<file path="src/rtl/reg_l_seq.sv">
// reg_l_seq: fixed-priority sequencer driving the L flag register strobes and shift clock.
//
// Ports:
//   clk            processor clock, rising-edge state updates
//   nreset         synchronous reset, active-high (despite the name)
//   req_cll        request: clear L
//   req_cpl        request: complement L
//   req_we         request: load L from IBUS bit 12
//   req_add        request: load L from adder carry
//   req_shift      request: shift sequence of shift_cnt steps
//   shift_cnt      bcp pulse count, 0 means 2**CNT_W; sampled on acceptance
//   ack            one-cycle pulse when a request is accepted
//   busy           high while a sequence is in progress
//   done           one-cycle pulse in the final cycle of a sequence
//   naction_cll    active-low CLL strobe
//   naction_cpl    active-low CPL strobe
//   nflagwe        active-low flag-write strobe
//   nread_alu_add  active-low adder-capture strobe
//   bcp            shift clock, idles high
//
// Optional build macro REG_L_SEQ_ABORT_EN adds:
//   abort          input, stops a shift after the current step completes
//   aborted        output, valid with done, marks an aborted shift
module reg_l_seq #(
    parameter int CNT_W = 4
) (
    input  logic             clk,
    input  logic             nreset,
    input  logic             req_cll,
    input  logic             req_cpl,
    input  logic             req_we,
    input  logic             req_add,
    input  logic             req_shift,
    input  logic [CNT_W-1:0] shift_cnt,
`ifdef REG_L_SEQ_ABORT_EN
    input  logic             abort,
    output logic             aborted,
`endif
    output logic             ack,
    output logic             busy,
    output logic             done,
    output logic             naction_cll,
    output logic             naction_cpl,
    output logic             nflagwe,
    output logic             nread_alu_add,
    output logic             bcp
);
    typedef enum logic [1:0] {IDLE, STROBE, SH_LO, SH_HI} state_t;
    localparam logic [CNT_W:0] ONE = 1;
    state_t           state, state_d;
    logic [CNT_W:0]   cnt, cnt_d;
    logic [3:0]       req, nstb_d;
    logic             ack_d, done_d, bcp_d, stop_ab;
    assign req = {req_cll, req_cpl, req_we, req_add};
`ifdef REG_L_SEQ_ABORT_EN
    // An abort seen in SH_HI is remembered so the following step ends the run.
    logic abort_pend, abort_pend_d;
    assign stop_ab      = abort | abort_pend;
    assign abort_pend_d = (state == SH_HI) & ~done & abort;
`else
    assign stop_ab = 1'b0;
`endif
    always_comb begin
        state_d = state;
        cnt_d   = cnt;
        nstb_d  = 4'hf;
        ack_d   = 1'b0;
        done_d  = 1'b0;
        bcp_d   = 1'b1;
        case (state)
            IDLE:
                if (|req) begin
                    state_d = STROBE;
                    ack_d   = 1'b1;
                    done_d  = 1'b1;
                    nstb_d  = req[3] ? 4'b0111 : req[2] ? 4'b1011 : req[1] ? 4'b1101 : 4'b1110;
                end else if (req_shift) begin
                    state_d = SH_LO;
                    ack_d   = 1'b1;
                    bcp_d   = 1'b0;
                    // A zero count sets the extra top bit, i.e. 2**CNT_W steps.
                    cnt_d   = {shift_cnt == '0, shift_cnt};
                end
            STROBE: state_d = IDLE;
            SH_LO: begin
                state_d = SH_HI;
                cnt_d   = cnt - ONE;
                done_d  = (cnt == ONE) | stop_ab;
            end
            SH_HI:
                // done was registered on entry to the final SH_HI.
                if (done) begin
                    state_d = IDLE;
                    cnt_d   = '0;
                end else begin
                    state_d = SH_LO;
                    bcp_d   = 1'b0;
                end
            default: state_d = IDLE;
        endcase
    end
    always_ff @(posedge clk) begin
        if (nreset) begin
            state <= IDLE;
            cnt   <= '0;
            ack   <= 1'b0;
            busy  <= 1'b0;
            done  <= 1'b0;
            bcp   <= 1'b1;
            {naction_cll, naction_cpl, nflagwe, nread_alu_add} <= 4'hf;
`ifdef REG_L_SEQ_ABORT_EN
            abort_pend <= 1'b0;
            aborted    <= 1'b0;
`endif
        end else begin
            state <= state_d;
            cnt   <= cnt_d;
            ack   <= ack_d;
            busy  <= state_d != IDLE;
            done  <= done_d;
            bcp   <= bcp_d;
            {naction_cll, naction_cpl, nflagwe, nread_alu_add} <= nstb_d;
`ifdef REG_L_SEQ_ABORT_EN
            abort_pend <= abort_pend_d;
            aborted    <= (state == SH_LO) & stop_ab;
`endif
        end
    end
endmodule

</file>
<file path="config.mk">
export PLATFORM = sky130hd
export DESIGN_NAME = reg_l_seq
export DESIGN_NICKNAME = d
export VERILOG_FILES = /design/src/rtl/reg_l_seq.sv
export SDC_FILE = /design/constraint.sdc
export NUM_CORES = 1
export LEC_CHECK = 0
export CAP_MARGIN = 40
export CORE_UTILIZATION = 47
export CTS_CLUSTER_DIAMETER = 200
export CTS_CLUSTER_SIZE = 30
export DETAILED_ROUTE_END_ITERATION = 12
export PLACE_DENSITY = 0.76
export RECOVER_POWER = 100
export SLEW_MARGIN = 20
export SYNTH_ARGS = -nofsm -noshare
export SYNTH_HDL_FRONTEND = slang
export SYNTH_SLANG_ARGS = --single-unit
</file>
<file path="constraint.sdc">
create_clock -name clk -period 1.9 [get_ports clk]
set_clock_uncertainty 0.05 [all_clocks]
set_input_delay 0.19 -clock clk [delete_from_list [all_inputs] [get_ports clk]]
set_output_delay 0.19 -clock clk [all_outputs]
set_load 0.01 [all_outputs]
</file>
Word-level counts from Yosys, hierarchy flattened --
Cells that the tools add are included.
Operators by class: $add $sub $neg 1, equality and inequality tests 7, mux-type cells 19, bitwise logic cells 2, reductions and logical operators 10
Operator list (count):
- $mux W5 | 3
- $pmux W5 S3 | 1
- $mux W2 | 4
- $pmux W2 S4 | 1
- $reduce_or A4 Y1 | 2
- $mux W1 | 6
- $ne A2 B2 Y1 const B | 3
- $eq A5 B1 Y1 const B | 1
- $reduce_or A5 Y1 | 1
- $sub A5 B1 Y5 const B | 1
- $eq A2 B2 Y1 const B | 2
- $logic_not A4 Y1 | 1
- $mux W4 | 1
- $pmux W1 S2 | 2
- $reduce_and A4 Y1 | 1
- $mux W3 | 1
- $reduce_bool A3 Y1 | 1
- $reduce_or A3 Y1 | 1
- $eq A2 B1 Y1 const B | 1
- $logic_not A2 Y1 | 1
- $not A1 Y1 | 2
- $reduce_bool A2 Y1 | 1
- $reduce_or A2 Y1 | 1
Storage, ports and cells: register bits after elaboration 15, bits of input ports 11, output and inout bits 8, word-level logic and storage cells 49

Depth between registers and ports, before layout --
depth in word-level cells 4, mapped depth 7, depth with buffers taken out 6

Least setup slack after synthesis --
Ideal clock, no wire load.
path type reg-to-reg, start register state[0], end register cnt[4], setup time 71 ps, arrival time 1455 ps, data required time 1779 ps, setup slack 324 ps, cell stages (with the launch flop) 8, path buffers 1, period minus slack after synthesis 1576 ps, cells stage by stage dfxtp_1 inv_1 ha_1 clkbuf_1 nor4b_1 a22o_1 nand3_1 a21oi_1
On the way: word-level cells in the longest chain between the ends 3, elaborated cells between the ends (all ways) 9, classes of those cells eq/ne (5); mux (1); reduce/logical (3)
RTL lines:
- start: declaration | RTL line 50 | state_t state, state_d;
- start signal: assignment | RTL line 116 | state <= state_d;
- $eq A2 B2 Y1 / $logic_not A2 Y1 (equally long branches) | RTL line 70 | case (state)
- $ne A2 B2 Y1 (no line) / $reduce_bool A3 Y1 (equally long branches)
- $reduce_and A4 Y1 (no line)
- end signal: assignment | RTL line 117 | cnt <= cnt_d;
- end: declaration | RTL line 51 | logic [CNT_W:0] cnt, cnt_d;
Several ways; a longest one is shown, not always the timed one. A chain may end at the register's enable or synchronous reset.

Worst setup path after layout --
start input req_cpl, end register cnt[1]
On the way: word-level cells in the longest chain between the ends 3
RTL lines:
- start: declaration | RTL line 30 | input logic req_cpl,
- $reduce_or A4 Y1 | RTL line 72 | if (|req) begin
- $ne A2 B2 Y1 (no line)
- $reduce_and A4 Y1 (no line)
No other way between the ends.

==> results.py <==
metrics = {
    "routing": {
        "viasPerCell": 5.67,
        "drc": 0,
        "vias": 703,
        "wl_per_cell_um": 14.1,
        "first_pass_iters": 4,
        "ant_nets": 0,
        "drt_iter0_markers": 22,
        "drt_wl_total_um": 1750,
    },
    "power_and_ir_drop": {
        "power_leakage_uw": 0.000387,
        "comb_power_share_pct": 39.9,
        "p_per_area_mw_per_mm2": 958,
        "ir_worst_vdd_v": 0.000533,
        "pwr-share-seq_pct": 41.0,
        "clockPowerShare_pct": 19.1,
        "switching_share_pct": 35.8,
        "totalPowerFinal_uw": 991,
        "switchingPower_uw": 355,
        "p_int_uw": 636,
    },
    "layout": {
        "layout_commonest_cell": "dfxtp_1",
        "fillCellCount": 138,
        "final_area_sq_mm": 0.00103,
        "layout_common_cells": "dfxtp_1, clkdlybuf4s50_1, dlygate4sd3_1",
        "multi_input_area_sq_um": 455,
        "seq_area_sq_um": 300,
        "area_delta_synth_final_pct": 31.1,
        "post-route-util_pct": 67.1,
        "antennaDiodeCount": 0,
        "finalNetCount": 127,
        "drive_above_1_share_pct": 10.2,
    },
    "die": {
        "num_rows": 14,
        "die_width_um": 43.0,
        "fp.coreArea_sq_mm": 0.00154,
        "ioPinCount": 19,
        "die_h_um": 43.0,
        "start_util_pct": 51.2,
        "die_area_sq_mm": 0.00185,
    },
    "worst_setup_path": {
        "start_kind": "input pin",
        "slowest_stage": "or4_1",
        "crit_path_max_fanout": 5,
        "end_kind": "flip-flop",
        "cpLargestDelayFamily": "simple AND/OR/NAND/NOR gates",
        "rr_startpoint": "state[0]",
        "crit_start": "req_cpl",
        "worstPathCellList": "dlygate4sd3_1 > or4_1 > o21ai_4 > a21oi_1 > a211oi_2",
        "slowest_delay_ns": 0.62,
        "cp.arrival_ns": 1.95,
        "crit_buf_inv": 1,
        "path_class": "input pin to flip-flop",
        "worstPathRequired_ns": 2.06,
    },
    "timing": {
        "min_period_ns": 1.79,
        "fin_hold_ws_ns": 0.432,
        "fmax_mhz": 558,
        "setup_viol": 0,
        "tightest_slew_ns": 0.400,
        "rsz0062_at_grt": "no",
        "hold_viol": 0,
        "report.final.slew_viol_count": 0,
        "timing.final.crit_share_pct": 94.3,
        "max_slew_margin_pct": 73.3,
    },
    "cts": {
        "cts_inserted_buffers": 3,
        "postCtsSetupBuffers": 0,
        "cts_buffer_depth": 2,
        "cts.sink_count": 15,
        "holdBufCountCts": 0,
        "clk_pin_slew_ns": 0.10,
        "htreeDepth": 1,
        "cts_tree": "yes",
        "cts_root_buf": "clkbuf_4",
        "insertion_delay_ns": 0.28,
        "postCtsResizedCells": 0,
    },
    "global_route": {
        "gr-total-overflow": 0,
        "grt_pass1_vias": 689,
        "antenna_found_initial": 0,
        "grt_pass1_wl_um": 3040,
        "grt.total_usage_pct": 21.5,
        "grt_max_degree": 11,
    },
    "logic_synthesis": {
        "synth.cell_area_sq_um": 790,
        "ys_warn_count": 0,
        "synthTopCellsByArea": "dfxtp_1, ha_1, a21oi_1, nor2_1, nor2b_1",
        "synth_seq_cells": 15,
        "synthCells": 84,
        "ys_async_sr_fraction_pct": 0,
        "synth_edf_count": 0,
        "synthesis.nets": 102,
        "ys_seq_area_share_pct": 38.0,
        "yosys.cell_types.count": 31,
        "avgSynthCellArea_sq_um": 9.40,
        "synth_flop_cell": "dfxtp_1",
        "synth_top_area_share_pct": 38.0,
        "yosysTopAreaCell": "dfxtp_1",
    },
    "flow_run": {
        "cap_viol_max_count": 0,
    },
    "placement": {
        "numPortBuffers": 18,
        "placed_area_sq_mm": 0.00101,
        "gp_congestion": 0.798,
        "dp_hpwl_um": 1330,
    },
    "min_path": {
        "min_path_type": "flip-flop to flip-flop",
        "hold_start": "cnt[4]",
    },
    "outcome": {
        "status": "completed",
    },
}
power groups by stage:
stage | clock network [uW] | registers [uW] | logic, uW
2_1_floorplan | 0 | 418 | 238
3_3_place_gp | 0 | 413 | 396
3_5_place_dp | 0 | 416 | 397
4_1_cts | 186 | 408 | 401
5_1_grt | 201 | 416 | 438
6_report | 189 | 407 | 395
flip-flops by register name, summed over array words and instances (netlist names):
name and flops:
naction_cll 1, naction_cpl 1, cnt 5, nread_alu_add 1, ack 1, nflagwe 1
busy 1, bcp 1, done 1, state 2
Yosys cell counts (3+ instances only):
cell and instances:
dfxtp_1 15, nand3_1 4, inv_1 6, o31ai_1 3
nor2b_1 4, nor2_1 7, ha_1 7, nand2_1 5
a21oi_1 6
worst min-delay path, stage by stage (launching register included):
cell     delay [ns]
dfxtp_1        0.32
o31ai_1        0.06
a21oi_1        0.06
metrics by stage:
step	cells	worst slack, ns	setup TNS, ns
finish	124	0.108	0
global route	124	0.0290	0
CTS	124	0.205	0
detailed placement	120	-0.0211	-0.0211
global placement	120	0.00523	0
floorplan	84	0.324	0
logic make-up (layout without fill, tap and decap cells):
kind of cell / after synthesis / in the layout / synth area share [%]
AO/OA/AOI/OAI: 25 / 25 / 25.2
adder cells (fa/ha/maj): 7 / 7 / 11.1
buffers and inverters: 8 / 32 / 3.80
flip-flops: 15 / 15 / 38.0
AND/OR/NAND/NOR: 29 / 29 / 21.9
final timing paths:
path,to,slack [ns],cells past startpoint
max,cnt[1],0.11,5
min,cnt[4],0.43,2
max reg2reg,cnt[3],0.18,7
min reg2reg,cnt[4],0.43,2
area by class of cell:
type                       instances  share of cell area [%]
tap                               16                    1.93
multi-input combinational         61                    44.0
inverter                           6                    2.18
timing repair buffer              22                    20.3
clock buffer                       4                    2.54
sequential                        15                    29.0
routing by layer:
metal / track usage [%] / vias to the layer above / wire length [um]
met1: 28.6 / 328 / 846
met3: 2.55 / 2 / 45
met4: 6.06 / 0 / 13
met2: 36.7 / 16 / 840
li1: - / 357 / -
met5: 0 / - / 0
No activity file was read; power rests on OpenSTA's default activity.
